## config.mk

```make
export PLATFORM = sky130hd
export DESIGN_NAME = uart_rx
export DESIGN_NICKNAME = d
export VERILOG_FILES = /design/src/rtl/uart_pkg.sv /design/src/rtl/uart_baud_cnt.sv /design/src/rtl/uart_rx.sv
export SDC_FILE = /design/constraint.sdc
export NUM_CORES = 1
export LEC_CHECK = 0
export ABC_AREA = 1
export BUFFER_PORTS_ARGS = -buffer_cell sky130_fd_sc_hd__buf_2
export CORE_UTILIZATION = 57
export DETAILED_ROUTE_END_ITERATION = 8
export PLACE_DENSITY = 0.77
export SLEW_MARGIN = 0
export SYNTH_ARGS = -nofsm -noshare
export SYNTH_HDL_FRONTEND = slang
export SYNTH_SLANG_ARGS = --single-unit
```

## constraint.sdc

```tcl
create_clock -name clk -period 1.77 [get_ports clk]
set_clock_uncertainty 0.2 [all_clocks]
set_input_delay 0.0885 -clock clk [delete_from_list [all_inputs] [get_ports clk]]
set_output_delay 0.0885 -clock clk [all_outputs]
set_load 0.02 [all_outputs]
```

## src/rtl/uart_pkg.sv

```systemverilog
// Shared types and constants for the 8N1 UART receiver.
package uart_pkg;
  typedef enum logic [1:0] {IDLE, START, DATA, STOP} rx_state_t;
  localparam int FRAME_DATA_BITS = 8;
endpackage

```

## src/rtl/uart_baud_cnt.sv

```systemverilog
// Bit-period divider: free-runs 0..2N-1, flags the half-bit and full-bit points.
// Clearing forces the count back to 0 so every state entry starts a fresh bit period.
module uart_baud_cnt #(
  parameter int N = 30
) (
  input  logic clk,
  input  logic rstn,
  input  logic clear,
  output logic half_tick,
  output logic full_tick
);
  localparam int W = $clog2(2 * N);
  localparam logic [W-1:0] HALF_LAST = W'(N - 1);
  localparam logic [W-1:0] FULL_LAST = W'(2 * N - 1);

  logic [W-1:0] cnt_q, cnt_d;

  always_comb begin
    if (clear || (cnt_q == FULL_LAST)) begin
      cnt_d = '0;
    end else begin
      cnt_d = cnt_q + 1'b1;
    end
  end

  always_ff @(posedge clk or negedge rstn) begin
    if (!rstn) begin
      cnt_q <= '0;
    end else begin
      cnt_q <= cnt_d;
    end
  end

  assign half_tick = (cnt_q == HALF_LAST);
  assign full_tick = (cnt_q == FULL_LAST);
endmodule

```

## src/rtl/uart_rx.sv

```systemverilog
// 8N1 serial receiver: synchronises rxd, samples mid-bit, presents each byte with a
// one-cycle rdata_ready pulse (or a one-cycle ferr pulse on a bad stop bit).
module uart_rx #(
  parameter int CLK_PER_HALF_BIT = 30
) (
  output logic [7:0] rdata,
  output logic       rdata_ready,
  output logic       ferr,
  input  logic       rxd,
  input  logic       clk,
  input  logic       rstn
);
  import uart_pkg::*;

  logic [1:0] sync_q;
  logic       rxs;
  rx_state_t  state_q, state_d;
  logic [2:0] idx_q, idx_d;
  logic [7:0] shift_q, shift_d;
  logic [7:0] rdata_q, rdata_d;
  logic       rdy_q, rdy_d;
  logic       ferr_q, ferr_d;
  logic       cnt_clear;
  logic       half_tick, full_tick;

  assign rxs = sync_q[1];

  uart_baud_cnt #(.N(CLK_PER_HALF_BIT)) u_baud (
    .clk       (clk),
    .rstn      (rstn),
    .clear     (cnt_clear),
    .half_tick (half_tick),
    .full_tick (full_tick)
  );

  always_comb begin
    state_d   = state_q;
    idx_d     = idx_q;
    shift_d   = shift_q;
    rdata_d   = rdata_q;
    rdy_d     = 1'b0;
    ferr_d    = 1'b0;
    cnt_clear = 1'b0;
    case (state_q)
      IDLE: begin
        cnt_clear = 1'b1;
        if (!rxs) begin
          idx_d   = '0;
          state_d = START;
        end
      end
      START: begin
        if (half_tick) begin
          cnt_clear = 1'b1;
          idx_d     = '0;
          state_d   = rxs ? IDLE : DATA;
        end
      end
      DATA: begin
        if (full_tick) begin
          cnt_clear       = 1'b1;
          shift_d[idx_q]  = rxs;
          if (idx_q == 3'(FRAME_DATA_BITS - 1)) begin
            state_d = STOP;
          end else begin
            idx_d = idx_q + 3'd1;
          end
        end
      end
      STOP: begin
        // Leaving at mid stop bit lets a zero-gap start bit be caught.
        if (full_tick) begin
          cnt_clear = 1'b1;
          state_d   = IDLE;
          if (rxs) begin
            rdata_d = shift_q;
            rdy_d   = 1'b1;
          end else begin
            ferr_d  = 1'b1;
          end
        end
      end
      default: state_d = IDLE;
    endcase
  end

  always_ff @(posedge clk or negedge rstn) begin
    if (!rstn) begin
      sync_q  <= 2'b11;
      state_q <= IDLE;
      idx_q   <= '0;
      shift_q <= '0;
      rdata_q <= '0;
      rdy_q   <= 1'b0;
      ferr_q  <= 1'b0;
    end else begin
      sync_q  <= {sync_q[0], rxd};
      state_q <= state_d;
      idx_q   <= idx_d;
      shift_q <= shift_d;
      rdata_q <= rdata_d;
      rdy_q   <= rdy_d;
      ferr_q  <= ferr_d;
    end
  end

  assign rdata       = rdata_q;
  assign rdata_ready = rdy_q;
  assign ferr        = ferr_q;
endmodule

```

== After elaboration in Yosys (flattened, before gate mapping) ==
Cells that the tools add are included.

* Add/subtract/negate cells: 2
* $lt $le $gt $ge: 2
* Equality and inequality tests: 12
* Multiplexer cells: 25
* Reduce and logical (&&, ||, !) cells: 9

{| class="wikitable"
|+ Operators with widths
! kind !! count
|-
| 2-bit two-way mux || 6
|-
| 3-bit two-way mux || 4
|-
| 2-bit inequality test (second input constant) || 6
|-
| 5-bit AND reduction || 2
|-
| 1-bit two-way mux || 9
|-
| 3-bit case mux with 3 select lines || 1
|-
| 8-bit bitwise mux || 1
|-
| 2-bit case mux with 4 select lines || 1
|-
| 6-bit by 1-bit adder with 6-bit output (second input constant) || 1
|-
| 6-bit by 5-bit == test with 1-bit output (second input constant) || 1
|-
| 6-bit == test (second input constant) || 1
|-
| 6-bit two-way mux || 1
|-
| 2-bit == test (second input constant) || 2
|-
| 3-bit by 4-bit < comparator with 1-bit output (second input constant) || 1
|-
| 3-bit by 1-bit adder with 3-bit output (second input constant) || 1
|-
| 1-bit demux with 3-bit select || 1
|-
| 3-bit == test (second input constant) || 1
|-
| 3-bit by 1-bit >= comparator with 1-bit output (second input constant) || 1
|-
| 1-bit case mux with 3 select lines || 1
|-
| 3-bit AND reduction || 1
|-
| 3-bit nonzero test || 1
|-
| 2-bit by 1-bit == test with 1-bit output (second input constant) || 1
|-
| 2-bit zero test || 1
|-
| 2-bit AND reduction || 1
|-
| other kinds (3) || 3
|}

* Flip-flop bits (word level): 31
* Input bits: 3
* Output and inout bits: 10
* Word-level logic and storage cells: 58

== Depth between registers and ports, before layout ==
* Depth in word-level cells: 5
* Gate-level depth with buffers: 9
* Gate-level depth less buffers: 9

== Modules after synthesis ==
From an unflattened synthesis, not the netlist that was laid out.

* Cell total of the unflattened synthesis: 156
* Area total of the unflattened synthesis: 1,456.4 um^2

{| class="wikitable"
|+ Modules (own cells, without submodules)
! module !! instances !! cells each !! area each (um^2) !! sequential area each (um^2)
|-
| uart_rx || 1 || 123 || 1,122.3 || 628.1
|-
| uart_baud_cnt || 1 || 33 || 334.1 || 150.1
|}

== Worst setup path before layout ==
OpenSTA, ideal clock, no wires.

* Path type: register -> register
* Start: reg u_baud.cnt_q[0]
* End: reg idx_q[2]
* Setup time: 126 ps
* Data arrival time: 1,228 ps
* Data required time: 1,444 ps
* Slack: 216 ps
* Stages on the path, launching flop included: 9
* Buffers on the path: 0
* Clock period less this slack: 1,554 ps
* Cell sequence: dfrtp_1 ha_1 nand2_1 nor2_4 nor2_1 nor2_2 nand2_2 nand2_1 o21ai_0

* Cells in the longest elaborated chain, start to end: 3
* Elaborated cells on any way between the ends: 5
* Classes of those cells: eq/ne (4); reduce/logical (1)

{| class="wikitable"
|+ RTL lines
! item !! RTL line !! text
|-
| from (decl) || uart_baud_cnt.sv:16 || <nowiki>logic [W-1:0] cnt_q, cnt_d;</nowiki>
|-
| from (signal assigned) || uart_baud_cnt.sv:30 || <nowiki>cnt_q <= cnt_d;</nowiki>
|-
| 6-bit == test or 6-bit by 5-bit == test with 1-bit output (tied branches) || uart_baud_cnt.sv:35, uart_baud_cnt.sv:34 ||
|-
| 2-bit inequality test (no line) || n/a ||
|-
| 5-bit AND reduction (no line) (*) || n/a ||
|-
| to (signal assigned) || uart_rx.sv:99 || <nowiki>idx_q <= idx_d;</nowiki>
|-
| to (decl) || uart_rx.sv:18 || <nowiki>logic [2:0] idx_q, idx_d;</nowiki>
|}

Mark *: on every way between the ends. The rest lies on a longest branch, timed or not.
A chain may end at the register's enable or synchronous reset.

== Worst setup path in the final report ==
Ends and elaborated chain as after synthesis.

==> reports/metrics.cfg <==
[run_status]
outcome=complete, no violations

[floorplan]
fp.dieArea_um2=2630
core_area_um2=2250
core.rowCount=17
io_pins=13
die_y_um=51.3
floorplan.initialDensity_pct=61.4
floorplan.die.width_um=51.3

[cts]
tritoncts_clock_tree=done
clock_transition_time_at_the_flip_flop_clock_pins_of_the_worst_setup_and_hold_paths_ps=100
clock_sink_count=31
ctsHtreeMaxLevel=2
clk_root_buffer_cell=sky130_fd_sc_hd__clkbuf_4
clkLatencyLatePin_ps=340
clock_path_buffers=2
cts_buffers=5

[worst_setup_path]
critPathKind=flop to flop
path_max_fanout=6
worst-endpoint-arrival_ps=1710
worst-endpoint-required_ps=1790
number_of_cells_on_the_worst_reg_to_reg_path=8
crit_path_capture_type=flop
r2r_setup_slack_ps=80
r2r-start=u_baud.cnt_q[0]
worstSetupStartpointType=flop
worstReg2RegEnd=idx_q[2]

[routing]
detailedRoute.firstIterationViolations=25
routed_wirelength_um=2530
avgRoutedWirePerCell_um=11.9
dr.pass1.iters=4
via_count=1080
viasPerCell=5.07
drcViolationCount=0
drt.antenna.violating_nets=0

[power_and_ir_drop]
power_density_nw_per_um2=1070
total_leakage_power_nw=0.837
power.total_mw=1.77
vdd.ir_drop.worst_mv=0.820

[timing]
setup-violations-final=0
layout_worst_path_cycle_share_pct=95.3
worst_max_slew_margin_expressed_relative_to_the_limit_pct=56.6
hold_viol_final=0
hold_slack_ps=109
maxClockFrequency_mhz=593
tightest_slew_ps=651
report.final.slew_viol_count=0
min_period_ps=1690
unrepaired_setup_endpoints_after_global_routing=yes
finalSetupTns_ps=0

[logic_synthesis]
synth.cell_area_um2=1390
seq_area_frac_synth_pct=56.2
synth_warnings=0
synthesis.area_per_instance_um2=8.82
synthesis.instances=157
number_of_distinct_library_cells_after_synthesis=22
synth_fp_nets=164
count_of_state_elements_after_synthesis=31

[placement]
place.detailed.instances=198
gp_congestion=0.798
post-dp-hpwl_um=1820
placed_cell_area_um2=1490
placement.io_buffers=12

[global_routing]
grt_start_max_net_pins=32
first_pass_grt_wire_length_um=4270
grt_antenna_before_repair=0
grt_pass1_vias=1036
grt_remaining_overflow=0
gr-usage-all-layers_pct=23.5

[min_path]
hold_path.class=input port to asynchronous set/reset pin

[cells_and_area]
fin_nets=191
syn2layout_area_growth_pct=19.5
layout-drive-gt1-share_pct=22.7
antenna_cells=0
layout.cells.non_filler=213
layout.cell_area.non_filler_um2=1660

[flow_run]
drv_cap=0

-- sequential cells by signal, indices dropped and copies added (netlist names), named ones only --
register,count
ferr,1
sync_q,2
state_q,1
u_baud.cnt_q,6
rdata_ready,1
idx_q,3
rdata,8
shift_q,8
-- per-layer routing --
layer,wire length [µm],global-route usage (%),vias to the layer above
met1,1160,27.6,499
met4,74,16.2,0
met3,74,6.25,8
li1,-,-,556
met2,1220,37.3,17
met5,0,0,-
-- where the power goes --
| part | leakage [nW] | internal [mW] | switching, mW |
|---|---|---|---|
| Clock | 0.0482 | 0.334 | 0.242 |
| Combinational | 0.370 | 0.146 | 0.208 |
| Sequential | 0.419 | 0.769 | 0.0735 |
| Total | 0.837 | 1.25 | 0.524 |
-- Yosys cell counts --
cell                       count  area share, %
sky130_fd_sc_hd__dfrtp_1      29             52
sky130_fd_sc_hd__nor3_1        1           0.36
sky130_fd_sc_hd__nand3_1      11            4.0
sky130_fd_sc_hd__nand3_2       1           0.72
sky130_fd_sc_hd__nand2_1      54             15
sky130_fd_sc_hd__nand4_1       2           0.90
sky130_fd_sc_hd__a21oi_1       1           0.36
sky130_fd_sc_hd__o21ai_1       3            1.1
sky130_fd_sc_hd__o21ai_0       9            3.3
sky130_fd_sc_hd__inv_2         2           0.54
sky130_fd_sc_hd__or2_2         1           0.45
sky130_fd_sc_hd__xor2_1        3            1.9
sky130_fd_sc_hd__nor3_4        1            1.2
sky130_fd_sc_hd__clkbuf_1      1           0.27
sky130_fd_sc_hd__nand2_2       1           0.45
sky130_fd_sc_hd__nor2_2        2           0.90
sky130_fd_sc_hd__dfstp_2       2            3.8
sky130_fd_sc_hd__nor2_4        2            1.6
sky130_fd_sc_hd__ha_1          4            3.6
sky130_fd_sc_hd__inv_1         9            2.4
sky130_fd_sc_hd__nor2_1       17            4.6
sky130_fd_sc_hd__nand3b_1      1           0.54
-- worst max-delay path: stages (launching register included) --
cell                      delay [ps]
sky130_fd_sc_hd__dfrtp_1         410
sky130_fd_sc_hd__ha_2            220
sky130_fd_sc_hd__nand2_2          80
sky130_fd_sc_hd__nor2_4          150
sky130_fd_sc_hd__nor2_1           70
sky130_fd_sc_hd__nor2_2          190
sky130_fd_sc_hd__nand2_2         110
sky130_fd_sc_hd__nand2_1          70
sky130_fd_sc_hd__o21ai_0          80
-- how the worst max path moves through the flow --
stage                     slack (ps)    endpoint  cells past startpoint            start
after global placement            30    rdata[5]                      6  u_baud.cnt_q[0]
after CTS                         20  shift_q[3]                      8  u_baud.cnt_q[0]
after global routing             -20    idx_q[1]                      8  u_baud.cnt_q[0]
after floorplan                  220    idx_q[2]                      8  u_baud.cnt_q[0]
after detailed placement         -50    rdata[1]                      6  u_baud.cnt_q[0]
final                             80    idx_q[2]                      8  u_baud.cnt_q[0]
-- layout make-up --
type | instances | area [µm²]
Timing Repair Buffer | 21 | 145
Tap cell | 28 | 35.0
Fill cell | 161 | 599
Clock inverter | 2 | 35.0
Sequential cell | 31 | 778
Multi-Input combinational cell | 114 | 569
Clock buffer | 6 | 51.3
Inverter | 11 | 41.3
-- what timing repair did --
action | 4_1_cts | 5_1_grt
endpoints found under the setup margin | 8 | 16
setup buffers | 2 | 3
resized for setup | 0 | 3
hold endpoints to repair | 32 | 0
hold buffers | 2 | 0
pin swaps | 2 | 3
-- stage by stage --
stage	util, %	setup slack, ps
floorplan	-	216
global placement	66.1	27.1
detailed placement	66.1	-50.9
CTS	72.1	16.9
global route	73.4	-18.2
finish	73.4	83.1
-- cells by family (layout without fill, tap and decap cells) --
family	count (synthesis)	count (layout)	synth area share (%)
adder cells (fa/ha/maj)	4	4	3.61
XOR/XNOR	3	3	1.90
flip-flops	31	31	56.2
buffers and inverters	12	40	3.25
AO/OA/AOI/OAI	13	13	4.70
AND/OR/NAND/NOR	94	94	30.4
-- placed cells by master (no fill, tap or decap) --
master,n
sky130_fd_sc_hd__o21ai_0,9
sky130_fd_sc_hd__ha_2,1
sky130_fd_sc_hd__o21ai_1,3
sky130_fd_sc_hd__dfrtp_1,29
sky130_fd_sc_hd__inv_2,2
sky130_fd_sc_hd__a21oi_1,1
sky130_fd_sc_hd__clkbuf_8,1
sky130_fd_sc_hd__buf_2,12
sky130_fd_sc_hd__nor2_4,2
sky130_fd_sc_hd__clkinv_2,1
sky130_fd_sc_hd__dlygate4sd3_1,2
sky130_fd_sc_hd__ha_1,3
sky130_fd_sc_hd__dfstp_2,2
sky130_fd_sc_hd__clkbuf_4,5
sky130_fd_sc_hd__nand3_1,11
sky130_fd_sc_hd__nand3_2,1
sky130_fd_sc_hd__buf_4,6
sky130_fd_sc_hd__xor2_1,3
sky130_fd_sc_hd__buf_12,1
sky130_fd_sc_hd__nand4_1,2
sky130_fd_sc_hd__nor2_2,3
sky130_fd_sc_hd__nand3b_1,1
sky130_fd_sc_hd__nor3_1,1
sky130_fd_sc_hd__nand2_2,2
sky130_fd_sc_hd__or2_2,1
sky130_fd_sc_hd__inv_1,9
sky130_fd_sc_hd__nor2_1,16
sky130_fd_sc_hd__nand2_1,53
sky130_fd_sc_hd__bufinv_16,1
sky130_fd_sc_hd__nor3_4,1
Note: power is estimated with default switching activity, not from simulation.
